$ cat config.mk
export PLATFORM = sky130hd
export DESIGN_NAME = fft_butterfly_r2_flat
export DESIGN_NICKNAME = d
export VERILOG_FILES = /design/src/rtl/fft_butterfly_r2_if.sv /design/src/rtl/fft_butterfly_r2.sv /design/src/flat_wrapper.sv
export SDC_FILE = /design/constraint.sdc
export NUM_CORES = 1
export LEC_CHECK = 0
export BUFFER_PORTS_ARGS = -buffer_cell sky130_fd_sc_hd__buf_4
export CORE_MARGIN = 1
export CORE_UTILIZATION = 35
export CTS_CLUSTER_SIZE = 12
export DETAILED_ROUTE_END_ITERATION = 7
export PLACE_DENSITY_LB_ADDON = 0.2
export SYNTH_ARGS = -nofsm -noshare
export SYNTH_HDL_FRONTEND = slang
export SYNTH_SLANG_ARGS = --single-unit
$ cat constraint.sdc
create_clock -name clk -period 3.57 [get_ports clk]
set_clock_uncertainty 0.1 [all_clocks]
set_input_delay 1.071 -clock clk [delete_from_list [all_inputs] [get_ports clk]]
set_output_delay 1.071 -clock clk [all_outputs]
set_load 0.01 [all_outputs]
$ cat src/rtl/fft_butterfly_r2_if.sv
// fft_butterfly_r2_if: input pair, twiddle multiplier and output bus of the radix-2 butterfly; slave = butterfly, master = environment
interface fft_butterfly_r2_if #(
  parameter int NFFT_LOG2 = 6,
  parameter int DATA_W    = 16
);
  logic                 in_valid;
  logic                 in_ready;
  logic [DATA_W-1:0]    in_a_i;
  logic [DATA_W-1:0]    in_a_q;
  logic [DATA_W-1:0]    in_b_i;
  logic [DATA_W-1:0]    in_b_q;
  logic [NFFT_LOG2-2:0] in_fi;
  logic                 tw_en;
  logic [DATA_W-1:0]    tw_data_i;
  logic [DATA_W-1:0]    tw_data_q;
  logic [15:0]          tw_fi;
  logic                 tw_ready;
  logic [DATA_W-1:0]    tw_res_i;
  logic [DATA_W-1:0]    tw_res_q;
  logic                 out_valid;
  logic                 out_ready;
  logic [DATA_W-1:0]    out_y0_i;
  logic [DATA_W-1:0]    out_y0_q;
  logic [DATA_W-1:0]    out_y1_i;
  logic [DATA_W-1:0]    out_y1_q;
  modport slave (
    input  in_valid, in_a_i, in_a_q, in_b_i, in_b_q, in_fi, tw_ready, tw_res_i, tw_res_q, out_ready,
    output in_ready, tw_en, tw_data_i, tw_data_q, tw_fi, out_valid, out_y0_i, out_y0_q, out_y1_i, out_y1_q
  );
  modport master (
    output in_valid, in_a_i, in_a_q, in_b_i, in_b_q, in_fi, tw_ready, tw_res_i, tw_res_q, out_ready,
    input  in_ready, tw_en, tw_data_i, tw_data_q, tw_fi, out_valid, out_y0_i, out_y0_q, out_y1_i, out_y1_q
  );
endinterface

$ cat src/rtl/fft_butterfly_r2.sv
// fft_butterfly_r2: radix-2 DIT butterfly Y0=A+W*B, Y1=A-W*B around an en/outValid twiddle multiplier; ports clk, rst_n (async active-low), bus (fft_butterfly_r2_if.slave); FFT_BFLY_SCALE_EN selects >>>1 scaling instead of saturation
module fft_butterfly_r2 #(
  parameter int NFFT_LOG2 = 6,
  parameter int DATA_W    = 16
) (
  input  logic clk,
  input  logic rst_n,
  fft_butterfly_r2_if.slave bus
);
  typedef enum logic [2:0] {IDLE, ISSUE, WAIT_BUSY, WAIT_DONE, OUT} state_t;
  state_t            state_q;
  logic              in_ready_q;
  logic              tw_en_q;
  logic              out_valid_q;
  logic [DATA_W-1:0] a_i_q;
  logic [DATA_W-1:0] a_q_q;
  logic [DATA_W-1:0] b_i_q;
  logic [DATA_W-1:0] b_q_q;
  logic [15:0]       fi_q;
  logic [DATA_W-1:0] y0_i_q;
  logic [DATA_W-1:0] y0_q_q;
  logic [DATA_W-1:0] y1_i_q;
  logic [DATA_W-1:0] y1_q_q;
  logic [DATA_W-1:0] y0_i_d;
  logic [DATA_W-1:0] y0_q_d;
  logic [DATA_W-1:0] y1_i_d;
  logic [DATA_W-1:0] y1_q_d;
  // Reduce a DATA_W+1 bit sum back to DATA_W bits.
  function automatic logic [DATA_W-1:0] fmt(input logic [DATA_W:0] s);
`ifdef FFT_BFLY_SCALE_EN
    return DATA_W'($signed(s) >>> 1);
`else
    return (s[DATA_W] != s[DATA_W-1]) ? {s[DATA_W], {(DATA_W-1){~s[DATA_W]}}} : s[DATA_W-1:0];
`endif
  endfunction
  // Operands sign-extended by one bit so the sum cannot wrap before fmt.
  always_comb begin
    y0_i_d = fmt({a_i_q[DATA_W-1], a_i_q} + {bus.tw_res_i[DATA_W-1], bus.tw_res_i});
    y0_q_d = fmt({a_q_q[DATA_W-1], a_q_q} + {bus.tw_res_q[DATA_W-1], bus.tw_res_q});
    y1_i_d = fmt({a_i_q[DATA_W-1], a_i_q} - {bus.tw_res_i[DATA_W-1], bus.tw_res_i});
    y1_q_d = fmt({a_q_q[DATA_W-1], a_q_q} - {bus.tw_res_q[DATA_W-1], bus.tw_res_q});
  end
  always_ff @(posedge clk or negedge rst_n) begin
    if (!rst_n) begin
      state_q     <= IDLE;
      in_ready_q  <= 1'b1;
      tw_en_q     <= 1'b0;
      out_valid_q <= 1'b0;
      a_i_q       <= '0;
      a_q_q       <= '0;
      b_i_q       <= '0;
      b_q_q       <= '0;
      fi_q        <= '0;
      y0_i_q      <= '0;
      y0_q_q      <= '0;
      y1_i_q      <= '0;
      y1_q_q      <= '0;
    end else begin
      case (state_q)
        IDLE: if (bus.in_valid) begin
          a_i_q      <= bus.in_a_i;
          a_q_q      <= bus.in_a_q;
          b_i_q      <= bus.in_b_i;
          b_q_q      <= bus.in_b_q;
          fi_q       <= 16'(bus.in_fi);
          in_ready_q <= 1'b0;
          state_q    <= ISSUE;
        end
        ISSUE: if (bus.tw_ready) begin
          tw_en_q <= 1'b1;
          state_q <= WAIT_BUSY;
        end
        // tw_ready may still read 1 while the multiplier registers en; wait for it to drop.
        WAIT_BUSY: begin
          tw_en_q <= 1'b0;
          if (!bus.tw_ready) state_q <= WAIT_DONE;
        end
        WAIT_DONE: if (bus.tw_ready) begin
          y0_i_q      <= y0_i_d;
          y0_q_q      <= y0_q_d;
          y1_i_q      <= y1_i_d;
          y1_q_q      <= y1_q_d;
          out_valid_q <= 1'b1;
          state_q     <= OUT;
        end
        OUT: if (bus.out_ready) begin
          out_valid_q <= 1'b0;
          in_ready_q  <= 1'b1;
          state_q     <= IDLE;
        end
        default: state_q <= IDLE;
      endcase
    end
  end
  assign bus.in_ready  = in_ready_q;
  assign bus.tw_en     = tw_en_q;
  assign bus.tw_data_i = b_i_q;
  assign bus.tw_data_q = b_q_q;
  assign bus.tw_fi     = fi_q;
  assign bus.out_valid = out_valid_q;
  assign bus.out_y0_i  = y0_i_q;
  assign bus.out_y0_q  = y0_q_q;
  assign bus.out_y1_i  = y1_i_q;
  assign bus.out_y1_q  = y1_q_q;
endmodule

$ cat src/flat_wrapper.sv
// flat-port wrapper written by rule: the top's interface ports become plain ports
module fft_butterfly_r2_flat 
#(
  parameter int NFFT_LOG2 = 6,
  parameter int DATA_W    = 16
)
  (clk, rst_n, bus_in_valid, bus_in_a_i, bus_in_a_q, bus_in_b_i, bus_in_b_q, bus_in_fi, bus_tw_ready, bus_tw_res_i, bus_tw_res_q, bus_out_ready, bus_in_ready, bus_tw_en, bus_tw_data_i, bus_tw_data_q, bus_tw_fi, bus_out_valid, bus_out_y0_i, bus_out_y0_q, bus_out_y1_i, bus_out_y1_q);
  fft_butterfly_r2_if #(.NFFT_LOG2(NFFT_LOG2), .DATA_W(DATA_W)) bus_i ();
  input  logic clk;
  input  logic rst_n;
  input wire logic [$bits(bus_i.in_valid)-1:0] bus_in_valid;
  input wire logic [$bits(bus_i.in_a_i)-1:0] bus_in_a_i;
  input wire logic [$bits(bus_i.in_a_q)-1:0] bus_in_a_q;
  input wire logic [$bits(bus_i.in_b_i)-1:0] bus_in_b_i;
  input wire logic [$bits(bus_i.in_b_q)-1:0] bus_in_b_q;
  input wire logic [$bits(bus_i.in_fi)-1:0] bus_in_fi;
  input wire logic [$bits(bus_i.tw_ready)-1:0] bus_tw_ready;
  input wire logic [$bits(bus_i.tw_res_i)-1:0] bus_tw_res_i;
  input wire logic [$bits(bus_i.tw_res_q)-1:0] bus_tw_res_q;
  input wire logic [$bits(bus_i.out_ready)-1:0] bus_out_ready;
  output wire logic [$bits(bus_i.in_ready)-1:0] bus_in_ready;
  output wire logic [$bits(bus_i.tw_en)-1:0] bus_tw_en;
  output wire logic [$bits(bus_i.tw_data_i)-1:0] bus_tw_data_i;
  output wire logic [$bits(bus_i.tw_data_q)-1:0] bus_tw_data_q;
  output wire logic [$bits(bus_i.tw_fi)-1:0] bus_tw_fi;
  output wire logic [$bits(bus_i.out_valid)-1:0] bus_out_valid;
  output wire logic [$bits(bus_i.out_y0_i)-1:0] bus_out_y0_i;
  output wire logic [$bits(bus_i.out_y0_q)-1:0] bus_out_y0_q;
  output wire logic [$bits(bus_i.out_y1_i)-1:0] bus_out_y1_i;
  output wire logic [$bits(bus_i.out_y1_q)-1:0] bus_out_y1_q;
  assign bus_i.in_valid = bus_in_valid;
  assign bus_i.in_a_i = bus_in_a_i;
  assign bus_i.in_a_q = bus_in_a_q;
  assign bus_i.in_b_i = bus_in_b_i;
  assign bus_i.in_b_q = bus_in_b_q;
  assign bus_i.in_fi = bus_in_fi;
  assign bus_i.tw_ready = bus_tw_ready;
  assign bus_i.tw_res_i = bus_tw_res_i;
  assign bus_i.tw_res_q = bus_tw_res_q;
  assign bus_i.out_ready = bus_out_ready;
  assign bus_in_ready = bus_i.in_ready;
  assign bus_tw_en = bus_i.tw_en;
  assign bus_tw_data_i = bus_i.tw_data_i;
  assign bus_tw_data_q = bus_i.tw_data_q;
  assign bus_tw_fi = bus_i.tw_fi;
  assign bus_out_valid = bus_i.out_valid;
  assign bus_out_y0_i = bus_i.out_y0_i;
  assign bus_out_y0_q = bus_i.out_y0_q;
  assign bus_out_y1_i = bus_i.out_y1_i;
  assign bus_out_y1_q = bus_i.out_y1_q;
  fft_butterfly_r2 #(.NFFT_LOG2(NFFT_LOG2), .DATA_W(DATA_W)) u_core (.clk(clk), .rst_n(rst_n), .bus(bus_i));
endmodule
==> reports/results.ini, run 1 <==
[route]
remaining_drc_errors=0
num_vias=7705
viasPerCell=4.974
wl_per_cell_um=16.15
drtIter0Drc=476
totalWireLength_mm=25.02
drtAntennaViolNets=0
dr.pass1.iters=4

[layout]
nets=1386
drive_above_1_share_pct=35.35
n_antenna_cell=0
fillCellCount=2414
multi_input_area_mm2=0.004885
seq_area_mm2=0.003480
syn_to_final_growth_pct=34.95
final_util_pct=48.77
fin_cells=1549

[floorplan]
die-area_mm2=0.02605
coreArea_mm2=0.02460
rows=57
fp.dieW_um=161.4
initial_utilization_pct=36.14
die_h_um=161.4
pin_count=221

[clocking]
cts.repair.resized=0
cts_tree=done
cts_sinks=139
clock_latency_ns=0.42
clk_pin_slew_ns=0.06
hold_buffers=0
htree_num_levels=4
root_buffer=clkbuf_16
post-cts-setup-buffers=0
numCtsBuffers=17
clock_path_buffers=2

[setup_path]
cp.required_ns=3.80
worst_r2r_startpoint=u_core.a_q_q[0]
setup.worst_path.class=input pin to flop
cp_slowest_cell=maj3_1
crit_fanout=11
cp_top_family=compound AO/OA/AOI/OAI gates
critPathCaptureType=flop
path_cells=buf_4, ha_1, inv_1, fa_1, nor2_1, o221ai_1, a31oi_1, a31oi_1, a22o_1, maj3_1, o21ai_0
crit_top_cell=a31oi_1
r2r_setup_slack_ns=0.69
critPathMaxStageDelay_ns=0.40
critPathBufInv=2
crit_arrival_ns=3.45
setup.worst_path.start_class=input pin
startpoint=bus_tw_res_i[0]

[timing]
setup_slack_ns=0.3590
tightestPinTransition_ns=0.6165
rsz0062_at_grt=false
relSlewSlack_pct=58.90
hold_viol_final=0
tns_ns=0
period_needed_ns=3.211
finalSetupViolCount=0
fmax_ghz=0.3114
finalCritPeriodShare_pct=89.94
final_max_slew_viol_count=0

[global_routing]
globalRoute.totalOverflow=0
grt_max_degree=74
grt_pass1_wl_mm=40.29
grt_pass1_vias=7691
grt_use_total_pct=19.74
antenna_found_initial=0

[place]
dp_hpwl_mm=19.79
gp_congestion=0.9413
place_ws_ns=-0.07109
post-place-cells=1517
port_buffers=209

[synth]
synth_cell_types=68
synth_top_cell_by_area=dfrtp_1
yosys-top-cells-count=dfrtp_1 (138), o21ai_0 (71), inv_1 (67), mux2_2 (67), nand2_1 (67)
syn_inst=932
synth_top_area_share_pct=38.83
seq_area_frac_synth_pct=39.13
ys_seq_elements=139
syn_area_mm2=0.008892
synth_edf_count=0
yosysWarnings=0
synth.most_common_cell=dfrtp_1
postSynth.asyncResetShare_pct=100.0
synthTopCellsByArea=dfrtp_1 (39%), ha_1 (9.0%), mux2_2 (8.5%), o21ai_0 (4.0%), xnor2_1 (3.6%)
synthFlopType=dfrtp_1
avgSynthCellArea_um2=9.541

[power_and_ir_drop]
power.leakage_nw=5.724
power.total_mw=12.37
peakVddDrop_v=0.0005271
power.density_mw_per_mm2=1030

[job]
maxCapViolations=0

[outcome]
outcome=finished, final reports clean

[hold_path]
hp-start=u_core.bus.out_y1_q[12]
hold_path_class=flop to flop

where the power goes:
group	internal, mW	switching [mW]
clock network	1.01	0.739
logic	3.80	3.92
registers	2.36	0.548
layer usage:
metal | global-route usage (%) | vias to the layer above | share of wire, %
met2 | 30.72 | 187 | 45
met1 | 27.57 | 3678 | 48
li1 | - | 3825 | -
met5 | 0 | - | 0
met4 | 4.760 | 0 | 0.84
met3 | 4.648 | 15 | 6.4
sequential cells by signal, summed over array words and instances (netlist names):
name / cells
u_core.a_q_q: 16
u_core.a_i_q: 16
u_core.bus.out_y0_q: 16
u_core.bus.tw_data_i: 16
u_core.state_q: 3
u_core.bus.tw_fi: 5
u_core.bus.tw_data_q: 16
u_core.bus.tw_en: 1
u_core.bus.out_valid: 1
u_core.bus.in_ready: 1
u_core.bus.out_y1_q: 16
u_core.bus.out_y0_i: 16
u_core.bus.out_y1_i: 16
worst register-to-register path: cells and delay by family (launching register included):
kind,cells,cell delay [ns]
compound gates,6,1.19
fa+ha+maj,2,0.53
simple gates,1,0.12
buf+inv,4,0.43
flops,1,0.38
layout by cell type, fill, tap and decap left out, drive strengths merged, types with 7 or more instances in the layout:
cell type  synthesis  final
a21o              15     15
a21oi             58     58
a221oi             7      7
a22o              24     24
a311oi            11     11
a31oi             11     11
buf               32    317
clkbuf            34     21
conb               1     11
dfrtp            138    138
ha                64     64
inv               67     70
maj3               8      8
mux2              67     67
nand2             67     67
nand2b            12     12
nand3             10     10
nor2              63     63
nor3              17     17
o21ai             83     83
o31ai              8      8
xnor2             37     37
xor2              11     11
cell type report:
type / instances / share of cell area [%]
multi-input combinational: 670 / 40.70
sequential: 139 / 29.00
timing repair buffer: 317 / 20.07
clock buffer: 21 / 3.837
tap: 324 / 3.378
inverter: 67 / 2.096
clock inverter: 11 / 0.9175
kinds of logic (layout without fill, tap and decap cells):
logic type	after synthesis	count (layout)	share of synthesized area, %
compound gates	258	258	18.98
simple gates	208	208	11.06
flops	139	139	39.13
buf+inv	133	416	6.458
fa+ha+maj	76	76	10.81
mux	69	69	8.710
xor+xnor	48	48	4.812
other cells	1	11	0.04217
final timing paths:
check	end	cells after the start
worst min-delay path	u_core.bus.out_y1_q[12]	2
worst max-delay path	u_core.bus.out_y0_i[9]	11
min in group asynchronous	u_core.bus.tw_data_q[15]	1
worst max register to register	u_core.bus.out_y1_q[3]	13
worst min register to register	u_core.bus.out_y1_q[12]	2
max in group asynchronous	u_core.a_i_q[14]	2
per-stage QoR:
step | hold WS, ns | instance area [µm²]
2_1_floorplan | 0.4070 | 8930
3_3_place_gp | 0.3651 | 11430
3_5_place_dp | 0.3712 | 11430
4_1_cts | 0.3856 | 12000
5_1_grt | 0.4108 | 12000
6_report | 0.3773 | 12000
Power figures use the tool's default switching activity.
==> inputs of run 2 (changes only) <==
- ABC_AREA: unset -> 1
==> reports/results.ini, run 2 <==
[outcome]
outcome=finished, final reports clean

[global_routing]
grt_max_degree=65  ; -12%
antenna_found_initial=0  ; unchanged
grt_use_total_pct=18.68  ; -1.1 points
grt_pass1_vias=8428  ; +9.6%
grt_pass1_wl_mm=42.09  ; +4.5%
globalRoute.totalOverflow=0  ; unchanged

[synth]
synthFlopType=dfrtp_1
synth-compound-area-share_pct=10.31  ; -8.7 points
synth_top_area_share_pct=35.38  ; -3.5 points
syn_inst=1234  ; +32%
avgSynthCellArea_um2=7.910  ; -17%
synth_edf_count=0  ; unchanged
syn_area_mm2=0.009761  ; +9.8%
synth.most_common_cell=nand2_1
synth_top_cell_by_area=dfrtp_1
postSynth.asyncResetShare_pct=100.0  ; unchanged
synth_top_family_by_area=simple AND/OR/NAND/NOR gates
synthTopCellsByArea=dfrtp_1 (35%), nand2_1 (12%), inv_1 (8.3%), ha_1 (8.2%), mux2_2 (7.8%)
synth_cell_types=41  ; -40%
yosysWarnings=0  ; unchanged
seq_area_frac_synth_pct=35.65  ; -3.5 points
yosys-top-cells-count=nand2_1 (324), inv_1 (215), dfrtp_1 (138)
synth_fa_ha_area_share_pct=9.024  ; -1.8 points
ys_seq_elements=139  ; unchanged
synth_mux_area_share_pct=7.845  ; -0.86 points
yosys.area_share.simple_pct=21.45  ; +10 points
synth_xor_area_share_pct=3.410  ; -1.4 points

[power_and_ir_drop]
p_switching_mw=5.248  ; +0.87%
power.density_mw_per_mm2=940.5  ; -8.7%
seqPwrFrac_pct=24.2  ; +0.7 points
clkPwrFrac_pct=16.0  ; +1.9 points
p_int_mw=6.360  ; -11%
power.total_mw=11.61  ; -6.1%
peakVddDrop_v=0.0003726  ; -29%
power.leakage_nw=6.871  ; +20%
swShare_pct=45.21  ; +3.1 points
p_comb_share_pct=59.8  ; -2.6 points

[clocking]
htree_num_levels=4  ; unchanged
clock_latency_ns=0.43  ; about the same
cts_sinks=139  ; unchanged
clk_pin_slew_ns=0.06  ; about the same
clock_path_buffers=2  ; unchanged
numCtsBuffers=17  ; unchanged
cts.repair.resized=0  ; unchanged
hold_buffers=0  ; unchanged
post-cts-setup-buffers=0  ; unchanged
cts_tree=done
root_buffer=clkbuf_16

[setup_path]
setup.worst_path.start_class=input pin
worst_r2r_startpoint=u_core.a_q_q[15]
crit_arrival_ns=3.09  ; -0.36 ns
setup.worst_path.class=input pin to flop
crit_fanout=15  ; +4
critPathCaptureType=flop
startpoint=bus_tw_res_q[15]
cp.required_ns=3.74  ; -0.06 ns

[route]
wl_met2_mm=13.19  ; +18%
drtAntennaViolNets=0  ; unchanged
remaining_drc_errors=0  ; unchanged
totalWireLength_mm=25.97  ; +3.8%
routed.top_layer=met4
wl_met3_um=901  ; -44%
viasPerCell=4.501  ; -9.5%
drtIter0Drc=324  ; -32%
dr.pass1.iters=4  ; unchanged
wl_met1_mm=11.40  ; -5.4%
num_vias=8228  ; +6.8%
wl_per_cell_um=14.21  ; -12%

[floorplan]
initial_utilization_pct=35.92  ; -0.22 points
die_h_um=169.0  ; +4.7%
rows=60  ; +5.3%
die-area_mm2=0.02856  ; +9.6%
pin_count=221  ; unchanged
fp.dieW_um=169.0  ; +4.7%
coreArea_mm2=0.02718  ; +10%

[timing]
setup_slack_ns=0.6471  ; +0.2881 ns
hold_viol_final=0  ; unchanged
rsz0062_at_grt=false
period_needed_ns=2.923  ; -0.2881 ns
finalSetupViolCount=0  ; unchanged
tightestPinTransition_ns=0.6655  ; +0.04903 ns
final_max_slew_viol_count=0  ; unchanged
tns_ns=0  ; unchanged
relSlewSlack_pct=55.63  ; -3.3 points
finalCritPeriodShare_pct=81.87  ; -8.1 points
fmax_ghz=0.3421  ; +9.9%

[layout]
n_antenna_cell=0  ; unchanged
final_common_cell=nand2_1
seq_area_mm2=0.003480  ; unchanged
drive_above_1_share_pct=27.95  ; -7.4 points
syn_to_final_growth_pct=26.46
multi_input_area_mm2=0.005141  ; +5.3%
fillCellCount=2795  ; +16%
nets=1617  ; +17%
final_cell_mix=nand2_1 (324), buf_4 (226), inv_1 (215)
final_util_pct=45.42  ; -3.4 points

[hold_path]
hold_path_class=flop to flop
hp-start=u_core.bus.tw_en

[job]
maxCapViolations=0  ; unchanged

[place]
port_buffers=209  ; unchanged
dp_hpwl_mm=20.43  ; +3.3%
place_ws_ns=0.1959  ; +0.2670 ns
gp_congestion=0.8914  ; -5.3%

## run 2: worst paths after layout
kind	to	slack, ns	cells past startpoint
max	u_core.bus.out_y0_q[0]	0.65	12
min	u_core.bus.tw_en	0.40	2
max reg2reg	u_core.bus.out_y0_q[0]	0.99	10
min reg2reg	u_core.bus.tw_en	0.40	2
max in group asynchronous	u_core.bus.out_y1_q[11]	2.03	2
min in group asynchronous	u_core.bus.tw_data_i[12]	0.52	1
## run 2: power by group through the flow
stage                     clock network (mW)  registers [mW]  logic (mW)
after CTS                               1.92            2.82        7.00
after detailed placement                   0            2.85        6.96
after global placement                     0            2.81        6.92
after global routing                    1.98            2.91        7.78
final                                   1.86            2.81        6.94
after floorplan                            0            2.97        4.58
## run 2: metrics by stage
stage                     std cells  hold slack [ns]  cell area [µm²]
after detailed placement       1796           0.3938            11730
after global placement         1796           0.3876            11730
after floorplan                1244           0.4105             9798
final                          1828           0.4025            12340
after global routing           1828           0.4244            12340
after CTS                      1828           0.4081            12340
## run 2: critical path, stage by stage
cell      delay, ns
buf_4          0.08
inv_1          0.03
ha_1           0.50
inv_2          0.18
a21oi_1        0.17
nand2_1        0.10
a21oi_2        0.15
nand2_1        0.09
nand2_1        0.06
nand2_1        0.10
a21oi_4        0.39
a21boi_0       0.16
## run 2: kinds of logic after synthesis
kind of cell | after synthesis
simple gates | 496
mux | 68
flops | 139
buf+inv | 279
fa+ha+maj | 68
other cells | 1
compound gates | 145
xor+xnor | 38
## run 2: area by class of cell
type	count	area share, %
multi-input cells	826	41.65
flip-flops and latches	139	28.19
repair buffers	231	14.49
inverters	228	6.934
well taps	372	3.771
clock buffers	20	3.619
clock inverters	12	1.348
## run 2: layer usage
layer  up-vias  track usage (%)
met3        30            3.110
met5         -                0
met1      3804            22.57
met2       172            33.52
li1       4222                -
met4         0            6.267
==> inputs of run 3 (changes only) <==
- clock period: 3.57 -> 3 ns (I/O delays scaled with it)
==> reports/results.ini, run 3 (synthesis gave the netlist of run 2 again) <==
[clocking]
cts_tree=done
clock_path_buffers=2  ; unchanged
root_buffer=clkbuf_16
htree_num_levels=4  ; unchanged
post-cts-setup-buffers=0  ; unchanged
clock_latency_ns=0.42  ; about the same
cts.repair.resized=0  ; unchanged
hold_buffers=0  ; unchanged
clk_pin_slew_ns=0.07  ; about the same
cts_sinks=139  ; unchanged
numCtsBuffers=17  ; unchanged

[floorplan]
initial_utilization_pct=35.92  ; unchanged
die_h_um=169.0  ; unchanged
die-area_mm2=0.02856  ; unchanged
coreArea_mm2=0.02718  ; unchanged
rows=60  ; unchanged
pin_count=221  ; unchanged
fp.dieW_um=169.0  ; unchanged

[timing]
relSlewSlack_pct=64.28  ; +8.6 points
tightestPinTransition_ns=0.5348  ; -0.1307 ns
rsz0062_at_grt=false
final_max_slew_viol_count=0  ; unchanged
fmax_ghz=0.3797
period_needed_ns=2.634
finalSetupViolCount=0  ; unchanged
hold_viol_final=0  ; unchanged
finalCritPeriodShare_pct=87.79

[layout]
fin_cells=1868  ; +2.2%
final_cell_mix=nand2_1 (324), buf_4 (261), inv_1 (215)
drive_above_1_share_pct=29.88  ; +1.9 points
n_antenna_cell=0  ; unchanged
multi_input_area_mm2=0.005141  ; unchanged
fillCellCount=2779  ; -0.57%
nets=1658  ; +2.5%
final_util_pct=47.01  ; +1.6 points
syn_to_final_growth_pct=30.89
final_common_cell=nand2_1
seq_area_mm2=0.003480  ; unchanged

[place]
dp_hpwl_mm=20.70  ; +1.3%
post-place-cells=1837  ; +2.3%
gp_congestion=0.9264  ; +3.9%
port_buffers=209  ; unchanged

[route]
drtAntennaViolNets=0  ; unchanged
wl_per_cell_um=14.08  ; -0.89%
totalWireLength_mm=26.30  ; +1.3%
drtIter0Drc=366  ; +13%
viasPerCell=4.493  ; -0.18%
num_vias=8393  ; +2.0%
remaining_drc_errors=0  ; unchanged
dr.pass1.iters=5  ; +1

[setup_path]
setup.worst_path.start_class=input pin
crit_top_cell=nand2_1
critPathBufInv=3  ; unchanged
worst_r2r_startpoint=u_core.a_q_q[8]
cp_top_family=simple AND/OR/NAND/NOR gates
setup.worst_path.class=input pin to flop
r2r_end=u_core.bus.out_y0_q[4]
r2r_cells=13  ; +3
path_cells=buf_4, inv_1, ha_1, inv_1, nand2_1, nand2_1, nand2_1, nand2_1, a21oi_1, nand2_1, nand2_1, nand2_1, nand2_2, nand2_1, a21boi_1
critPathMaxStageDelay_ns=0.44  ; -0.06 ns
crit_fanout=15  ; unchanged
critPathCaptureType=flop
crit_arrival_ns=2.86  ; -0.23 ns
r2r_setup_slack_ns=0.53  ; -0.46 ns
cp.required_ns=3.22  ; -0.52 ns
cp_slowest_cell=ha_1

[hold_path]
hold_path_class=input pin to async pin

[global_routing]
globalRoute.totalOverflow=0  ; unchanged
grt_max_degree=48  ; -26%
grt_pass1_vias=8349  ; -0.94%
grt_use_total_pct=18.85  ; +0.18 points
grt_pass1_wl_mm=42.13  ; about the same
antenna_found_initial=0  ; unchanged

[power_and_ir_drop]
power.density_mw_per_mm2=1144  ; +22%
peakVddDrop_v=0.0004494  ; +21%
power.leakage_nw=7.116  ; +3.6%

[job]
maxCapViolations=0  ; unchanged

[outcome]
outcome=finished, final reports clean

[run 3: changes by cell type in the layout (fill, tap and decap cells not counted)]
cell and delta:
buf_4 +35, clkinv_2 +1, buf_12 +6, clkinv_4 -6
clkinvlp_4 +1, bufinv_16 +3
[run 3: area by class of cell]
class,instances,share of cell area (%)
Clock buffer,20,3.496
Clock inverter,11,1.694
Inverter,228,6.699
Multi-Input combinational cell,826,40.24
Sequential cell,139,27.24
Tap cell,372,3.643
Timing Repair Buffer,272,16.99
[run 3: per-stage QoR]
| stage | setup TNS, ns | setup slack, ns | hold slack (ns) | area (µm²) | total power [mW] |
|---|---|---|---|---|---|
| 2_1_floorplan | 0 | 0.3203 | 0.4105 | 9798 | 8.980 |
| 3_3_place_gp | 0 | 0.06337 | 0.3879 | 12110 | 12.15 |
| 3_5_place_dp | -0.02816 | -0.01776 | 0.3817 | 12110 | 12.22 |
| 4_1_cts | 0 | 0.3784 | 0.3281 | 12780 | 14.77 |
| 5_1_grt | 0 | 0.1942 | 0.3329 | 12780 | 15.88 |
| 6_report | 0 | 0.3663 | 0.3168 | 12780 | 14.62 |
[run 3: layer usage]
metal | wire length [µm] | track usage (%) | up-vias
met4 | 316 | 4.740 | 0
met2 | 13530 | 34.30 | 176
met5 | 0 | 0 | -
met3 | 846 | 2.923 | 21
met1 | 11600 | 23.13 | 3901
li1 | - | - | 4295
[run 3: worst register-to-register path: cells and delay by family, from the launching register on]
kind | cells | cell delay (ns)
simple gates | 9 | 0.85
fa+ha+maj | 1 | 0.47
flops | 1 | 0.42
compound gates | 2 | 0.41
buf+inv | 1 | 0.13
[run 3: how the worst max path moves through the flow]
| stage | cells after the start | slack [ns] | to | startpoint |
|---|---|---|---|---|
| final | 15 | 0.37 | u_core.bus.out_y0_q[4] | bus_tw_res_q[8] |
| after global routing | 15 | 0.19 | u_core.bus.out_y0_q[4] | bus_tw_res_q[8] |
| after CTS | 15 | 0.38 | u_core.bus.out_y0_q[4] | bus_tw_res_q[8] |
| after detailed placement | 15 | -0.02 | u_core.bus.out_y0_q[0] | bus_tw_res_q[8] |
| after global placement | 15 | 0.06 | u_core.bus.out_y0_q[0] | bus_tw_res_q[8] |
| after floorplan | 16 | 0.32 | u_core.bus.out_y0_i[10] | bus_tw_res_i[0] |
[run 3: power by group]
part / leakage [nW] / internal, mW / switching, mW
combinational: 5.26 / 3.92 / 4.90
sequential: 1.55 / 2.76 / 0.602
clock: 0.313 / 1.58 / 0.860
total: 7.12 / 8.26 / 6.36
